$ cat src/rtl/sync_fifo_dp_ram_pkg.sv
// Shared FIFO sizing: default widths and the depth computation.
// Latency: n/a (constants only). Backpressure: n/a.
// Imported by the FIFO top and its RAM so both agree on the array depth.
package sync_fifo_dp_ram_pkg;

    localparam int DEF_DATA_W = 8;
    localparam int DEF_ADDR_W = 4;

    function automatic int fifo_depth(input int addr_w);
        return 1 << addr_w;
    endfunction

endpackage

$ cat src/rtl/dp_ram_param.sv
// Simple dual-port RAM: one write port, one registered read port, read-before-write.
// Latency: 1 cycle from re to data_out. Backpressure: none, every request is performed.
// The array is never reset; only the read register clears to 0.
module dp_ram_param
    import sync_fifo_dp_ram_pkg::*;
#(
    parameter int DATA_W = DEF_DATA_W,
    parameter int ADDR_W = DEF_ADDR_W
) (
    input  logic              clk,
    input  logic              reset,
    input  logic              we,
    input  logic [ADDR_W-1:0] w_add,
    input  logic [DATA_W-1:0] data_in,
    input  logic              re,
    input  logic [ADDR_W-1:0] r_add,
    output logic [DATA_W-1:0] data_out
);

    localparam int DEPTH = fifo_depth(ADDR_W);

    logic [DATA_W-1:0] mem_q [DEPTH];
    logic [DATA_W-1:0] data_out_q;

    always_ff @(posedge clk) begin
        if (we) begin
            mem_q[w_add] <= data_in;
        end
    end

    // Non-blocking read of the same array gives the old word on a same-address collision.
    always_ff @(posedge clk) begin
        if (reset) begin
            data_out_q <= '0;
        end else if (re) begin
            data_out_q <= mem_q[r_add];
        end
    end

    assign data_out = data_out_q;

endmodule

$ cat src/rtl/sync_fifo_dp_ram.sv
// Synchronous FIFO over dp_ram_param with count, full/empty, almost flags and error pulses.
// Latency: read data valid 1 cycle after an accepted re. Backpressure: writes rejected when
// full unless a read is accepted the same cycle; reads rejected when empty (no fall-through).
module sync_fifo_dp_ram
    import sync_fifo_dp_ram_pkg::*;
#(
    parameter int DATA_W    = DEF_DATA_W,
    parameter int ADDR_W    = DEF_ADDR_W,
    parameter int AFULL_TH  = 12,
    parameter int AEMPTY_TH = 2
) (
    input  logic              clk,
    input  logic              reset,
    input  logic              we,
    input  logic              re,
    input  logic [DATA_W-1:0] data_in,
    output logic [DATA_W-1:0] data_out,
    output logic              full,
    output logic              empty,
    output logic              almost_full,
    output logic              almost_empty,
    output logic [ADDR_W:0]   count,
    output logic              overflow,
    output logic              underflow
);

    localparam int                CNT_W    = ADDR_W + 1;
    localparam logic [CNT_W-1:0]  DEPTH_C  = CNT_W'(fifo_depth(ADDR_W));
    localparam logic [CNT_W-1:0]  AFULL_C  = CNT_W'(AFULL_TH);
    localparam logic [CNT_W-1:0]  AEMPTY_C = CNT_W'(AEMPTY_TH);
    localparam logic [CNT_W-1:0]  CNT_ONE  = CNT_W'(1);
    localparam logic [ADDR_W-1:0] PTR_ONE  = ADDR_W'(1);

    logic [ADDR_W-1:0] wr_ptr_q, wr_ptr_d;
    logic [ADDR_W-1:0] rd_ptr_q, rd_ptr_d;
    logic [CNT_W-1:0]  count_q, count_d;
    logic              overflow_q, overflow_d;
    logic              underflow_q, underflow_d;
    logic              wr_acc, rd_acc;
    logic              ram_we;

    assign full         = (count_q == DEPTH_C);
    assign empty        = (count_q == '0);
    assign almost_full  = (count_q >= AFULL_C);
    assign almost_empty = (count_q <= AEMPTY_C);

    always_comb begin
        rd_acc      = re & ~empty;
        wr_acc      = we & (~full | rd_acc);
        wr_ptr_d    = wr_ptr_q;
        rd_ptr_d    = rd_ptr_q;
        count_d     = count_q;
        overflow_d  = we & ~wr_acc;
        underflow_d = re & ~rd_acc;
        if (wr_acc) begin
            wr_ptr_d = wr_ptr_q + PTR_ONE;
        end
        if (rd_acc) begin
            rd_ptr_d = rd_ptr_q + PTR_ONE;
        end
        case ({wr_acc, rd_acc})
            2'b10:   count_d = count_q + CNT_ONE;
            2'b01:   count_d = count_q - CNT_ONE;
            default: count_d = count_q;
        endcase
    end

    always_ff @(posedge clk) begin
        if (reset) begin
            wr_ptr_q    <= '0;
            rd_ptr_q    <= '0;
            count_q     <= '0;
            overflow_q  <= 1'b0;
            underflow_q <= 1'b0;
        end else begin
            wr_ptr_q    <= wr_ptr_d;
            rd_ptr_q    <= rd_ptr_d;
            count_q     <= count_d;
            overflow_q  <= overflow_d;
            underflow_q <= underflow_d;
        end
    end

    // A write coinciding with reset must not land in the array.
    assign ram_we = wr_acc & ~reset;

    dp_ram_param #(
        .DATA_W (DATA_W),
        .ADDR_W (ADDR_W)
    ) u_ram (
        .clk      (clk),
        .reset    (reset),
        .we       (ram_we),
        .w_add    (wr_ptr_q),
        .data_in  (data_in),
        .re       (rd_acc),
        .r_add    (rd_ptr_q),
        .data_out (data_out)
    );

    assign count     = count_q;
    assign overflow  = overflow_q;
    assign underflow = underflow_q;

endmodule

$ cat config.mk
export PLATFORM = sky130hd
export DESIGN_NAME = sync_fifo_dp_ram
export DESIGN_NICKNAME = d
export VERILOG_FILES = /design/src/rtl/sync_fifo_dp_ram_pkg.sv /design/src/rtl/dp_ram_param.sv /design/src/rtl/sync_fifo_dp_ram.sv
export SDC_FILE = /design/constraint.sdc
export NUM_CORES = 1
export LEC_CHECK = 0
export ABC_CLOCK_PERIOD_IN_PS = 5550
export CAP_MARGIN = 20
export CORE_UTILIZATION = 55
export DETAILED_ROUTE_END_ITERATION = 8
export PLACE_DENSITY = 0.83
export SYNTH_ARGS = -nofsm -noshare
export SYNTH_HDL_FRONTEND = slang
export SYNTH_SLANG_ARGS = --single-unit
export TNS_END_PERCENT = 50
$ cat constraint.sdc
create_clock -name clk -period 5.55 [get_ports clk]
set_clock_uncertainty 0.2 [all_clocks]
set_input_delay 0.555 -clock clk [delete_from_list [all_inputs] [get_ports clk]]
set_output_delay 0.555 -clock clk [all_outputs]
set_load 0.02 [all_outputs]
==> results.md <==
Run status:
- The run finished with clean final reports.

Place:
- The last weighted congestion value of the routability-driven placer is 0.867.
- The post-detailed-placement half-perimeter wirelength is 7480 um.
- The cell area after placement is 0.00654 sq mm.
- Once placement completed, the tool counted placed cells totaling 531.
- In this run the tool buffered the top-level ports with 30 buffer cells.

CTS:
- The number of buffers added by the clock tree synthesis step is 17.
- In this run, post-CTS hold repair placed 0 buffers.
- TritonCTS built the clock tree.
- The count of instances resized after the clock tree is built is 0.
- The maximum root-to-sink buffer count is 2.
- The total clock sinks is 151.
- The number of buffers inserted by post-CTS setup repair is 0.
- The clock insertion delay at the later pin of the skew report is 0.52 ns.
- The root buffer cell chosen for the clock tree is clkbuf_8.
- In this run the number of H-tree levels came out at 4.
- The clock-pin slew on the worst setup and hold paths is 0.06 ns.

Synth:
- The mean instance size in the synthesized netlist is 16.2 sq um.
- Among all flip-flop cells after synthesis, the most frequent one is edfxtp_1.
- In this run, synthesis inferred 128 flip-flops with an integrated enable.
- Sequential elements use 70.3% of the synthesized area.
- The total standard cell area after synthesis is 0.00613 sq mm.
- During synthesis, Yosys emitted a total of 0 warnings.
- The number of distinct library cells after synthesis is 42.
- The synthesized design contains 151 register bits.
- The net count after synthesis is 399.
- Synthesis handed over a netlist of 378 instances.
- Of all flip-flops after synthesis, the portion carrying an async set or reset was 0%.

Final layout:
- Fill cells in the final layout number 740.
- The area growth from synthesis to layout is 16.1%.
- The diode insertion count for antenna repair is 0.
- At the end of the flow, the number of nets in the layout was 433.
- The layout cell share with drive strength beyond 1 is 13.0%.
- The leading cell type in the layout, fill and taps excluded is edfxtp_1.
- The core occupancy in the finished layout is 65.6%.
- Excluding fillers, the count of instances in the completed layout stands at 564.
- The finished cells cover 0.00711 sq mm.
- The library cells used most frequently in the layout, excluding fill and tap cells, are 128 x edfxtp_1, 36 x mux2i_1, 31 x nor2_1, 30 x clkdlybuf4s50_1, 22 x dfxtp_1.

Worst setup path:
- The setup check on the worst reg-to-reg path leaves a slack of 1.79 ns.
- Of all nets on the critical path, the largest fanout is 12.
- STA classifies the critical path startpoint as a register.
- At the worst endpoint, the arrival time is 3.97 ns.
- The endpoint required time on the critical path is 5.75 ns.
- The worst setup path is captured at a register.
- The worst setup path is of the reg2reg kind.

Floorplan:
- The horizontal die dimension is 108 um.
- The vertical extent of the die is 108 um.
- The starting density of the core is 56.5%.
- In this run the standard cell core region covers 0.0108 sq mm.
- For this design the top-level I/O count stands at 31.
- The standard-cell row count is 38.
- The die area is 0.0116 sq mm.

Job:
- Across the run, the number of max-cap violations was 0.

STA:
- The number of hold violations in the final report is 0.
- The worst slew slack as a fraction of its limit is 42.9%.
- The total count of max-transition violations in the final report is 0.
- The aggregate negative setup slack is 0 ns.
- The final critical path takes up 67.8% of the cycle.
- The final critical delay including setup and external delays is 3.76 ns.
- Final hold analysis gives a worst-case slack of 0.294 ns.
- Setup repair after global routing left no endpoint under its margin.
- The maximum frequency from static timing analysis is 0.266 GHz.
- The transition time of the tightest slew-check pin is 0.850 ns.
- Setup violations remaining at the end of the flow were counted as 0.

Detailed routing:
- The number of vias per cell after detailed routing is 6.10.
- The final wirelength is 12,100 um.
- The number of routed nets with antenna violations is 0.
- The number of detailed-routing iterations run before antenna repair is 5.
- The count of routing violations after the opening detailed-route iteration is 304.
- Dividing the detail-routed wire length by the instance count gives 21.5 um.
- For this run, design rule violations remaining after detail routing come to 0.
- Summing over every cut layer, the via total after detailed routing is 3,441.

Global route:
- The residual overflow from global routing is 0.
- The via count of the first global-routing pass is 3,368.
- The combined global-route utilization of all metal layers is 23.0%.
- Entering global routing, the biggest net connects 52 pins.
- The first global-routing pass estimated 18,700 um of wire.
- The number of antenna violations at the first check in global routing is 0.

Power and ir drop:
- The worst ir drop on vdd is 0.353 mV.
- Net switching is 27.9% of the power.
- In this run the power spent charging and discharging nets is 0.897 mW.
- Power spread over the standard cell area amounts to 451 mW/mm^2.
- The internal portion of the total power is 2.31 mW.
- The clock network fraction of design power is 34.1%.
- Summed over all cells, the static leakage comes to 2.29 nW.
- The relative contribution of combinational cells to total power is 23.8%.
- Sequential cells account for 42.1% of the total power.

Min path:
- The worst hold path belongs to the class reg2reg.
[final cells by class]
type,count,area (sq um),share of cell area (%)
clock buffer,19,422,5.93
clock inverter,12,135,1.90
inverter,4,15.0,0.211
multi-input combinational,201,1710,24.0
sequential,151,4310,60.5
tap,140,175,2.46
timing repair buffer,37,353,4.96
[flip-flops by register name (all words and copies together) (netlist names)]
| register | count |
|---|---|
| count | 5 |
| overflow | 1 |
| rd_ptr_q | 4 |
| u_ram.data_out | 8 |
| u_ram.mem_q | 128 |
| underflow | 1 |
| wr_ptr_q | 4 |
[metal layers]
metal,vias up,global-route usage (%),share of wire [%]
li1,1545,-,-
met1,1732,30.6,41
met2,139,37.0,50
met3,25,5.39,7.0
met4,0,8.71,2.0
met5,-,0,0
[kinds of logic (layout without fill, tap and decap cells)]
| group | count (synthesis) | in the layout | share of synthesized area (%) |
|---|---|---|---|
| adders and majority gates | 9 | 9 | 1.96 |
| muxes | 56 | 56 | 12.8 |
| and+or+nand+nor | 87 | 87 | 7.13 |
| xor gates and xnor gates | 6 | 6 | 0.858 |
| DFF | 151 | 151 | 70.3 |
| buffers and inverters | 26 | 72 | 1.90 |
| AOI/OAI and AO/OA | 43 | 43 | 5.04 |
[stage by stage]
| stage | total power [mW] | worst slack, ns |
|---|---|---|
| CTS | 3.22 | 1.76 |
| global route | 3.33 | 1.51 |
| floorplan | 1.89 | 2.49 |
| finish | 3.21 | 1.79 |
| detailed placement | 2.13 | 1.77 |
| global placement | 2.11 | 1.94 |
[cell usage after synthesis (3+ instances only)]
cell type    n  area [sq um]
nor4_1      11          68.8
mux2i_1     36           360
clkbuf_1     8          30.0
o211ai_1     4          30.0
nand2_1      8          30.0
xor2_1       3          26.3
buf_1        4          15.0
xnor2_1      3          26.3
edfxtp_1   128          3840
nor2b_1      4          25.0
nor2_1      31           116
a22o_1       8          70.1
inv_1        4          15.0
dfxtp_1     23           460
ha_1         8           100
o22ai_1     16           100
buf_2        9          45.0
nor3_1      13          65.1
nand2b_1     8          50.1
mux4_2      16           360
a21o_1       3          22.5
a21oi_1      3          15.0
[power by group through the flow]
stage          Clock (mW)  Sequential [mW]  Combinational, mW
2_1_floorplan           0             1.42              0.468
3_3_place_gp            0             1.37              0.740
3_5_place_dp            0             1.37              0.759
4_1_cts              1.10             1.35              0.766
5_1_grt              1.15             1.36              0.819
6_report             1.09             1.35              0.764
[final timing paths]
path | depth (start not counted) | end | start
worst min-delay path | 2 | u_ram.data_out[0]$_SDFFE_PP0P_ | u_ram.data_out[0]$_SDFFE_PP0P_
worst max register to register | 8 | count[4]$_SDFFE_PP0P_ | count[0]$_SDFFE_PP0P_
worst max-delay path | 8 | count[4]$_SDFFE_PP0P_ | count[0]$_SDFFE_PP0P_
worst min register to register | 2 | u_ram.data_out[0]$_SDFFE_PP0P_ | u_ram.data_out[0]$_SDFFE_PP0P_
[critical path, cell delays in order, from the launching register on]
cell and delay, ns:
dfxtp_1 0.39, or4_1 0.77, o21ai_1 0.75, nor2_1 0.25
fa_1 0.47, a21o_1 0.21, a2111o_1 0.41, o211ai_1 0.10
a31oi_1 0.09
(Power assumes the default switching activity.)
